$ cat config.mk
export PLATFORM = sky130hd
export DESIGN_NAME = p2s_frame_sched
export DESIGN_NICKNAME = d
export VERILOG_FILES = /design/src/rtl/p2s_frame_sched.sv
export SDC_FILE = /design/constraint.sdc
export NUM_CORES = 1
export LEC_CHECK = 0
export BUFFER_PORTS_ARGS = -buffer_cell sky130_fd_sc_hd__buf_2
export CAP_MARGIN = 20
export CORE_UTILIZATION = 49
export CTS_CLUSTER_DIAMETER = 100
export DETAILED_ROUTE_END_ITERATION = 12
export PLACE_DENSITY = 0.83
export SETUP_SLACK_MARGIN = 0.15
export SLEW_MARGIN = 10
export SYNTH_ARGS = -nofsm -noshare
export SYNTH_HDL_FRONTEND = slang
export SYNTH_SLANG_ARGS = --single-unit
$ cat constraint.sdc
create_clock -name iclk -period 1.4 [get_ports iclk]
set_clock_uncertainty 0.05 [all_clocks]
set_input_delay 0.35 -clock iclk [delete_from_list [all_inputs] [get_ports iclk]]
set_output_delay 0.35 -clock iclk [all_outputs]
set_load 0.02 [all_outputs]
$ cat src/rtl/p2s_frame_sched.sv
// p2s_frame_sched
//   Arbitrates nibble frames from two requesters and feeds them, one nibble
//   per load strobe, to a parallel-to-serial shifter.
//   A frame is FRAME_LEN nibbles. It is followed by GAP_SLOTS idle load slots.
//
// Ports
//   iclk            clock, all logic on its rising edge
//   irst            synchronous active-low reset
//   ival0/1         requester nibble valid
//   idat0/1 [3:0]   requester nibble (bit 3 is the first serial bit)
//   isop0/1         requester first-nibble-of-frame flag, qualified by ivalN
//   ordy0/1         scheduler accepts the requester nibble this cycle
//   ireq            P2S load strobe (one cycle in four while the P2S runs)
//   odat [3:0]      nibble to the P2S
//   oval            odat valid
//   osop            odat is the first nibble of a frame
//   ogrant [1:0]    one-hot active requester, 00 when none
//   oerr            one-cycle protocol-error pulse
//   ounder          one-cycle underrun pulse (load strobe with nothing held)
//   ostate [1:0]    debug view of the FSM state (0 IDLE, 1 ARB, 2 XFER, 3 GAP)
//
// Handshakes: a requester nibble moves when ivalN & ordyN are both high at a
// rising edge; a held nibble is consumed when ireq & oval are both high at a
// rising edge. Neither side may make its valid depend on the other's ready.

module p2s_frame_sched #(
  parameter int FRAME_LEN = 16,
  parameter int GAP_SLOTS = 2
) (
  input  logic       iclk,
  input  logic       irst,
  input  logic       ival0,
  input  logic       ival1,
  input  logic [3:0] idat0,
  input  logic [3:0] idat1,
  input  logic       isop0,
  input  logic       isop1,
  output logic       ordy0,
  output logic       ordy1,
  input  logic       ireq,
  output logic [3:0] odat,
  output logic       oval,
  output logic       osop,
  output logic [1:0] ogrant,
  output logic       oerr,
  output logic       ounder,
  output logic [1:0] ostate
);

  localparam int CW = $clog2(FRAME_LEN + 1);
  localparam logic [CW-1:0] FL     = CW'(FRAME_LEN);
  localparam logic [CW-1:0] FL_M1  = CW'(FRAME_LEN - 1);
  localparam logic [3:0]    GAP_LAST = 4'(GAP_SLOTS - 1);
  localparam bit            HAS_GAP  = (GAP_SLOTS > 0);

  typedef enum logic [1:0] {
    IDLE = 2'd0,
    ARB  = 2'd1,
    XFER = 2'd2,
    GAP  = 2'd3
  } state_t;

  state_t state, state_nxt;

  logic [3:0]    hold_dat;
  logic          hold_vld;
  logic          hold_first;
  logic [CW-1:0] fetch_cnt;
  logic [CW-1:0] sent_cnt;
  logic [3:0]    gap_cnt;
  logic          gsel;        // 0 = requester 0 granted, 1 = requester 1
  logic          last_grant;  // requester of the last completed frame
  logic          err_q;
  logic          under_q;

  // combinational strobes
  logic       sop0, sop1;
  logic       g_val, g_sop;
  logic [3:0] g_dat;
  logic       fetch_ok, consume;
  logic       rdy0, rdy1, accept, drop, under, frame_done, pick;

  assign sop0  = ival0 & isop0;
  assign sop1  = ival1 & isop1;
  assign g_val = gsel ? ival1 : ival0;
  assign g_sop = gsel ? isop1 : isop0;
  assign g_dat = gsel ? idat1 : idat0;

  // Room in the holding register: empty, or being emptied by this load strobe.
  assign fetch_ok = (fetch_cnt < FL) & (~hold_vld | ireq);
  assign consume  = (state == XFER) & ireq & hold_vld;

  always_ff @(posedge iclk) begin
    if (!irst) state <= IDLE;
    else       state <= state_nxt;
  end

  always_comb begin
    state_nxt  = state;
    rdy0       = 1'b0;
    rdy1       = 1'b0;
    accept     = 1'b0;
    drop       = 1'b0;
    under      = 1'b0;
    frame_done = 1'b0;
    pick       = gsel;
    case (state)
      IDLE: begin
        // Stray mid-frame nibbles are drained so a stuck source cannot block.
        rdy0 = ival0 & ~isop0;
        rdy1 = ival1 & ~isop1;
        drop = rdy0 | rdy1;
        if (sop0 | sop1) state_nxt = ARB;
      end
      ARB: begin
        if (sop0 & sop1) pick = ~last_grant;
        else             pick = sop1;
        // A requester that withdrew its SOP leaves nothing to grant.
        state_nxt = (sop0 | sop1) ? XFER : IDLE;
      end
      XFER: begin
        rdy0   = ~gsel & fetch_ok;
        rdy1   =  gsel & fetch_ok;
        accept = g_val & fetch_ok;
        under  = ireq & ~hold_vld;
        if (consume && (sent_cnt == FL_M1)) begin
          frame_done = 1'b1;
          state_nxt  = HAS_GAP ? GAP : IDLE;
        end
      end
      GAP: begin
        if (ireq && (gap_cnt == GAP_LAST)) state_nxt = IDLE;
      end
      default: state_nxt = IDLE;
    endcase
  end

  always_ff @(posedge iclk) begin
    if (!irst) begin
      hold_dat   <= 4'd0;
      hold_vld   <= 1'b0;
      hold_first <= 1'b0;
      fetch_cnt  <= '0;
      sent_cnt   <= '0;
      gap_cnt    <= 4'd0;
      gsel       <= 1'b0;
      last_grant <= 1'b1;
      err_q      <= 1'b0;
      under_q    <= 1'b0;
    end else begin
      // Protocol errors: a drained stray nibble, or a repeated SOP mid-frame.
      err_q   <= drop | (accept & g_sop & (fetch_cnt != '0));
      under_q <= under;

      if (state == ARB) begin
        gsel       <= pick;
        fetch_cnt  <= '0;
        sent_cnt   <= '0;
        hold_vld   <= 1'b0;
        hold_first <= 1'b0;
      end

      if (accept) begin
        hold_dat   <= g_dat;
        hold_vld   <= 1'b1;
        hold_first <= (fetch_cnt == '0);
        fetch_cnt  <= fetch_cnt + 1'b1;
      end else if (consume) begin
        hold_vld <= 1'b0;
      end

      if (consume)    sent_cnt   <= sent_cnt + 1'b1;
      if (frame_done) last_grant <= gsel;

      if (state != GAP) gap_cnt <= 4'd0;
      else if (ireq)    gap_cnt <= gap_cnt + 1'b1;
    end
  end

  // Outputs are forced low while reset is held.
  assign ordy0  = irst & rdy0;
  assign ordy1  = irst & rdy1;
  assign odat   = irst ? hold_dat : 4'd0;
  assign oval   = irst & hold_vld;
  assign osop   = irst & hold_vld & hold_first;
  assign ogrant = (irst && (state == XFER)) ? {gsel, ~gsel} : 2'b00;
  assign oerr   = irst & err_q;
  assign ounder = irst & under_q;
  assign ostate = state;

endmodule

==> results of run 1 <==
## state kept, by name, indices dropped and copies added, names as in the netlist, named ones only
name	cells
gap_cnt	4
ostate	1
err_q	1
hold_first	1
under_q	1
last_grant	1
sent_cnt	5
hold_dat	4
gsel	1
fetch_cnt	5
hold_vld	1
## per-layer routing
metal,share of wire,up-vias,track usage,wire [um]
li1,-,810,-,-
met1,0.38,860,0.376,2140
met2,0.50,118,0.487,2800
met3,0.084,27,0.0571,473
met4,0.040,0,0.112,227
met5,0,-,0,0
## synth_stat cells, types with 2 or more instances
cell,number,share of area
or4_1,3,0.014
dfxtp_1,26,0.33
nand4b_1,2,0.011
nand3_1,5,0.016
o311ai_0,2,0.011
nor2b_1,6,0.024
or4b_1,2,0.013
and3_1,3,0.012
nor3b_1,2,0.0095
o41ai_1,2,0.011
buf_2,2,0.0063
o211ai_1,4,0.019
clkbuf_1,11,0.026
a221oi_1,2,0.011
a32o_1,2,0.013
a31oi_1,3,0.012
o21ai_0,5,0.016
nand2_1,10,0.024
nand3b_1,2,0.0095
and3b_1,2,0.011
nand2b_1,7,0.028
mux2_2,4,0.028
and2_1,10,0.039
mux2i_1,6,0.038
xor2_1,2,0.011
ha_1,6,0.047
or3_1,2,0.0079
nor2_1,11,0.026
inv_1,8,0.019
nor4bb_1,3,0.019
a21oi_1,9,0.028
## worst register-to-register path, stage by stage, from the launching register on
cell and delay, ps:
dfxtp_4 380, buf_4 170, buf_6 150, nand3b_1 140, or4_1 510, a31oi_1 210
## power by group through the flow
stage | clock network, mW | logic, mW | registers (mW)
6_report | 0.534 | 0.436 | 0.772
5_1_grt | 0.573 | 0.455 | 0.772
4_1_cts | 0.544 | 0.385 | 0.770
3_5_place_dp | 0 | 0.317 | 0.787
3_3_place_gp | 0 | 0.310 | 0.786
2_1_floorplan | 0 | 0.200 | 0.787
## timing repair
item,in CTS,in global routing
hold buffers,0,0
gates resized for setup,44,29
buffers inserted,7,4
endpoints found under the setup margin,35,36
cloned,1,0
pin swaps,9,6
## through the flow
stage | TNS (ps) | cells | hold WS [ps] | setup slack [ps] | total power [mW]
2_1_floorplan | -1160 | 184 | 398 | -116 | 0.987
3_3_place_gp | -638 | 281 | 416 | -105 | 1.10
3_5_place_dp | -1070 | 281 | 435 | -144 | 1.10
4_1_cts | -3750 | 293 | 328 | -387 | 1.70
5_1_grt | -5400 | 297 | 333 | -405 | 1.80
6_report | -4500 | 297 | 332 | -349 | 1.74
## logic make-up (layout without fill, tap and decap cells)
family / Yosys count / after routing / share of synthesized area
simple gates: 77 / 77 / 0.302
flops: 26 / 26 / 0.328
buf+inv: 23 / 92 / 0.0615
xor+xnor: 3 / 3 / 0.0166
fa+ha+maj: 6 / 6 / 0.0473
compound gates: 39 / 39 / 0.179
mux: 10 / 10 / 0.0662
## cell type report
type	instances	share of cell area
Timing Repair Buffer	80	0.253
Clock buffer	3	0.00903
Clock inverter	1	0.0120
Inverter	8	0.0120
Sequential cell	26	0.217
Tap cell	44	0.0221
Multi-Input combinational cell	135	0.475
## final timing paths
kind | end | slack, ps
max | ogrant[0] | -350
min | hold_dat[0] | 330
max reg2reg | fetch_cnt[1] | -280
min reg2reg | sent_cnt[4] | 450
==> impl_metrics.yaml, run 1 <==
worst_setup_path:
  arrival_ps: 1350
  cp_max_fo: 5
  path_buf_inv: 2
  cp_cell_sequence: "nand3b_1, buf_4, nor2_1, buf_4"
  crit_family: "flip-flops"
  worstPathRequired_ps: 1000
  worst_path_largest_cell_delay_ps: 380
  cp-end-kind: "output pin"
  rr_startpoint: "ostate[0]"
  cpMaxStageDelayCell: "dfxtp_4"
  cp.depth: 4
  crit_top_cell: "buf_4"
  path_class: "flop to output pin"
  crit_start: "ostate[0]"
  reg2reg_depth: 5
  critPathLaunchType: "flop"
timing:
  setup_viol: 26
  relSlewSlack: 0.641
  finalMaxSlewViolations: 0
  setup_ws_ps: -349
  hold_viol: 0
  max_freq_mhz: 572
  worst_pin_slew_ps: 532
  rsz0062_at_grt: "yes"
  period_share: 1.25
  finalCriticalPeriod_ps: 1750
logic_synthesis:
  synth_flop_cell: "dfxtp_1"
  syn_nets: 205
  yosys_warnings: 0
  synthArstFlopShare: 0
  syn_inst: 184
  synth_area_um2: 1590
  synth_edf_count: 0
  synth_seq_cells: 26
  ys_types: 51
  ys_seq_area_frac: 0.328
  syn_avg_cell_area_um2: 8.63
cts:
  cts_tree: "done"
  cts-root-buf: "clkbuf_4"
  insertion_delay_ps: 330
  cts.path.max_buffers: 2
  cts.sinks: 26
  cts_inserted_buffers: 3
  htreeDepth: 1
  clkTransAtPathRegs_ps: 150
final_layout:
  antennaDiodeCount: 0
  fin_area_um2: 2490
  mostFrequentLayoutCells: "buf_4, buf_6, buf_2"
  n_fill_cell: 184
  fin_nets: 275
  multiInputGateArea_um2: 1190
  syn_to_final_growth_pct: 57.1
  ff_latch_area_um2: 541
  utilization: 0.817
  drive_gt1_frac: 0.553
  layout_commonest_cell: "buf_4"
drt:
  ant_nets: 0
  vias_per_cell: 6.11
  drtIter0Drc: 130
  vias: 1815
  dr.pass1.iters: 5
  remaining_drc_errors: 0
  wire_per_inst_um: 19.0
  wl_um: 5640
grt:
  grt_pass1_vias: 1651
  grt_pass1_wl_um: 7650
  grtUsageTotal: 0.294
  grt_max_degree: 16
  antenna_found_initial: 0
  grt_overflow: 0
worst_hold_path:
  hold_path_class: "primary input to flop"
  whs_path_depth: 4
  hp-start: "idat0[0]"
floorplanning:
  dieArea_um2: 3470
  start_util: 0.520
  die_w_um: 58.9
  pin_count: 29
  coreArea_um2: 3050
  die_h_um: 58.9
  rows: 20
power:
  p_sw_mw: 0.476
  leakage_nw: 1.02
  switching_share: 0.273
  power.share.clock: 0.307
  power.density_nw_per_um2: 698
  ir_worst_vdd_v: 0.000363
  seq_power_share: 0.443
  pwr-share-comb: 0.250
  p_int_mw: 1.27
placed_design:
  hpwl_um: 3160
  io_buffer_count: 28
  placed_area_um2: 2110
  routabilityCongestion: 0.836
run:
  drv_cap: 0
run_status:
  outcome: "complete, but fails checks"
  violations: "negative setup slack"
No activity file was read; power rests on OpenSTA's default activity.
==> run 2: changes to the inputs <==
CORE_UTILIZATION = 45   (was 49)
PLACE_DENSITY = 0.76   (was 0.83)
clock period = 1.8 ns   (was 1.4 ns; I/O delays follow)
==> impl_metrics.yaml, run 2 (synthesis gave the netlist of run 1 again) <==
final_layout:
  drive_gt1_frac: 0.323
  reg.largest.list: "fetch_cnt: 5 flops, sent_cnt: 5 flops"
  fin_nets: 245
  antennaDiodeCount: 0
  syn_to_final_growth_pct: 25.9
  utilization: 0.594
  mostFrequentLayoutCells: "dfxtp_1, buf_2, buf_4"
placed_design:
  post-place-ws_ps: -15.8
  hpwl_um: 2540
  io_buffer_count: 28
  routabilityCongestion: 0.802
timing:
  worst_pin_slew_ps: 520
  hold_viol: 0
  setup_ws_ps: -55.5
  period_share: 1.03
  finalMaxSlewViolations: 0
  relSlewSlack: 0.647
  finalCriticalPeriod_ps: 1860
  setup_viol: 2
  max_freq_mhz: 539
  rsz0062_at_grt: "yes"
cts:
  clkTransAtPathRegs_ps: 140
  htreeDepth: 1
  cts-root-buf: "clkbuf_4"
  insertion_delay_ps: 330
  cts.sinks: 26
  cts_inserted_buffers: 3
  hold_buffers: 0
  cts_tree: "done"
  cts.path.max_buffers: 2
grt:
  grtUsageTotal: 0.200
  grt_pass1_vias: 1216
  grt_pass1_wl_um: 5600
  grt_overflow: 0
  grt_max_degree: 16
  antenna_found_initial: 0
floorplanning:
  die_w_um: 61.4
  start_util: 0.472
  dieArea_um2: 3770
  pin_count: 29
  die_h_um: 61.4
  rows: 21
  coreArea_um2: 3360
worst_setup_path:
  arrival_ps: 1360
  cp_max_fo: 2
  worstPathRequired_ps: 1300
  critPathLaunchType: "flop"
  cp-end-kind: "output pin"
  path_class: "flop to output pin"
  reg2reg_depth: 5
drt:
  ant_nets: 0
  wl_um: 3740
  remaining_drc_errors: 0
  dr.pass1.iters: 4
  vias_per_cell: 5.47
  wire_per_inst_um: 13.9
  drtIter0Drc: 72
  vias: 1471
worst_hold_path:
  hold_path_class: "primary input to flop"
  whs_path_depth: 4
run_status:
  outcome: "complete, but fails checks"
  violations: "negative setup slack"
power:
  leakage_nw: 0.822
  power.density_nw_per_um2: 575
  ir_worst_vdd_v: 0.000548
run:
  drv_cap: 0
-- run 2: cell types whose count changed in the layout (fill, tap and decap cells not counted), moves of 3 or more --
cell,delta
dfxtp_1,+9
ha_1,+3
a21oi_1,+5
dfxtp_2,-9
buf_2,+8
mux2_4,-3
and2_1,+3
buf_4,-27
mux2_2,+3
a21oi_2,-5
buf_6,-13
and2_4,-3
-- run 2: power breakdown --
group | leakage [nW] | switching (mW) | total (mW) | internal, mW
sequential | 0.212 | 0.00820 | 0.596 | 0.588
combinational | 0.589 | 0.128 | 0.248 | 0.120
clock | 0.0210 | 0.182 | 0.306 | 0.124
total | 0.822 | 0.317 | 1.15 | 0.832
-- run 2: cell type report --
class	count	area, um2
clock buffers	4	36.3
fillers	325	1360
inverters	8	30.0
multi-input cells	135	995
flip-flops and latches	26	529
well taps	46	57.6
repair buffers	50	352
-- run 2: stage by stage --
step	hold WS, ps	power, mW	instance area [um2]	instances	TNS, ps
final	418	1.15	2000	269	-108
after CTS	412	1.14	1940	265	-202
after global placement	407	0.810	1850	259	0
after global routing	419	1.20	2000	269	-329
after detailed placement	418	0.812	1850	259	-42.3
after floorplan	398	0.741	1610	184	0
-- run 2: worst paths after layout --
path | start | end | slack [ps]
worst max-delay path | ostate[0] | ordy1 | -60
worst max register to register | ostate[0] | fetch_cnt[2] | 40
worst min-delay path | ival1 | gsel | 420
worst min register to register | sent_cnt[4] | sent_cnt[4] | 450
-- run 2: routing by layer --
layer  track usage  routed length, um
met2         0.311               1740
met3        0.0525                170
met4        0.0381                 16
met5             0                  0
met1         0.282               1810
-- run 2: worst max-delay path: stages (launching register included) --
cell	delay, ps
dfxtp_4	370
nand3b_1	180
nor3_2	180
a32o_2	170
buf_6	110
-- run 2: repair_timing --
| item | in CTS | in global routing |
|---|---|---|
| setup endpoints to repair | 6 | 14 |
| cloned | 0 | 0 |
| resized for setup | 13 | 8 |
| hold endpoints to repair | 0 | 0 |
| pin swaps | 6 | 5 |
| buffers inserted | 2 | 4 |
==> run 3: changes to the inputs <==
CORE_MARGIN = 2   (was unset)
CORE_UTILIZATION = 49   (was 45)
PLACE_DENSITY = 0.83   (was 0.76)
clock period = 1.7 ns   (was 1.8 ns; I/O delays follow)
==> impl_metrics.yaml, run 3 (synthesis gave the netlist of run 1 again) <==
timing:
  rsz0062_at_grt: "yes"
  setup_ws_ps: -143
  setup_viol: 5
  worst_pin_slew_ps: 462
  whs_ps: 369
  max_freq_mhz: 543
  fin_tns_setup_ps: -490
  finalMaxSlewViolations: 0
  relSlewSlack: 0.688
  finalCriticalPeriod_ps: 1840
  period_share: 1.08
  hold_viol: 0
worst_setup_path:
  rr_startpoint: "ostate[0]"
  path_class: "flop to output pin"
  crit_start: "hold_vld"
  cp_cell_sequence: "nor2b_2, nor3_2, a32o_2, buf_6"
  critPathLaunchType: "flop"
  arrival_ps: 1370
  cp-end-kind: "output pin"
  reg2reg_depth: 5
  cpMaxStageDelayCell: "dfxtp_2"
  worst_path_largest_cell_delay_ps: 360
  cp_max_fo: 2
  worstPathRequired_ps: 1220
cts:
  cts.sinks: 26
  htreeDepth: 1
  hold_buffers: 0
  cts_tree: "done"
  cts_inserted_buffers: 3
  cts.path.max_buffers: 2
  cts-root-buf: "clkbuf_4"
  insertion_delay_ps: 350
  clkTransAtPathRegs_ps: 160
drt:
  wire_per_inst_um: 14.9
  vias: 1548
  wl_um: 4020
  drtIter0Drc: 52
  remaining_drc_errors: 0
  dr.pass1.iters: 4
  ant_nets: 0
  vias_per_cell: 5.73
placed_design:
  io_buffer_count: 28
  dp_cells: 258
  post-place-ws_ps: 51.8
  hpwl_um: 2660
  routabilityCongestion: 0.833
final_layout:
  n_fill_cell: 246
  ff_latch_area_um2: 534
  drive_gt1_frac: 0.372
  syn_to_final_growth_pct: 32.5
  mostFrequentLayoutCells: "buf_4, dfxtp_1, buf_2"
  antennaDiodeCount: 0
  multiInputGateArea_um2: 1010
  fin_nets: 248
  layout_commonest_cell: "buf_4"
  reg.largest.list: "fetch_cnt: 5 flops, sent_cnt: 5 flops"
  fin_cells: 270
floorplanning:
  start_util: 0.516
  rows: 20
  dieArea_um2: 3710
  die_w_um: 60.9
  coreArea_um2: 3080
  die_h_um: 60.9
  pin_count: 29
power:
  power.density_nw_per_um2: 649
  ir_worst_vdd_v: 0.000501
  leakage_nw: 0.860
worst_hold_path:
  whs_path_depth: 3
  hold_path_class: "primary input to flop"
  hp-start: "ival0"
run_status:
  violations: "negative setup slack"
  outcome: "complete, but fails checks"
grt:
  grt_pass1_wl_um: 6280
  grt_pass1_vias: 1382
  grt_max_degree: 19
  grtUsageTotal: 0.228
  grt_overflow: 0
  antenna_found_initial: 0
run:
  drv_cap: 0
## run 3: worst max-delay path, delay by kind of cell (launching register included)
| kind | cells | cell delay, ps |
|---|---|---|
| simple gates | 2 | 380 |
| flops | 1 | 360 |
| compound gates | 1 | 160 |
| buf+inv | 1 | 110 |
## run 3: path summary, 6_finish.rpt
kind                   to  slack, ps
max                 ordy0       -140
min                  gsel        370
max reg2reg  fetch_cnt[2]        -30
min reg2reg   sent_cnt[4]        430
## run 3: where the power goes
group / total (mW) / internal, mW / switching (mW)
clock network: 0.452 / 0.239 / 0.213
registers: 0.633 / 0.623 / 0.00983
logic: 0.280 / 0.140 / 0.140
## run 3: what timing repair did
action	CTS	global route
pin swaps	8	5
setup buffers	6	2
setup endpoints to repair	12	24
resized for setup	26	13
cloned	0	0
## run 3: per-layer routing
metal / vias up / GRT usage / wire length, um
met4: 0 / 0.106 / 95
met5: - / 0 / 0
li1: 760 / - / -
met3: 9 / 0.0256 / 281
met1: 708 / 0.306 / 1760
met2: 71 / 0.366 / 1890
## run 3: final cells by class
type / instances / share of cell area
clock buffer: 3 / 0.0107
clock inverter: 1 / 0.0143
inverter: 8 / 0.0143
multi-input combinational: 135 / 0.481
sequential: 26 / 0.254
tap: 44 / 0.0262
timing repair buffer: 53 / 0.199
## run 3: per-stage QoR
stage / utilization / cell area (um2) / power (mW)
2_1_floorplan: - / 1630 / 0.794
3_3_place_gp: 0.608 / 1870 / 0.865
3_5_place_dp: 0.608 / 1870 / 0.869
4_1_cts: 0.666 / 2050 / 1.35
5_1_grt: 0.683 / 2100 / 1.40
6_report: 0.683 / 2100 / 1.37
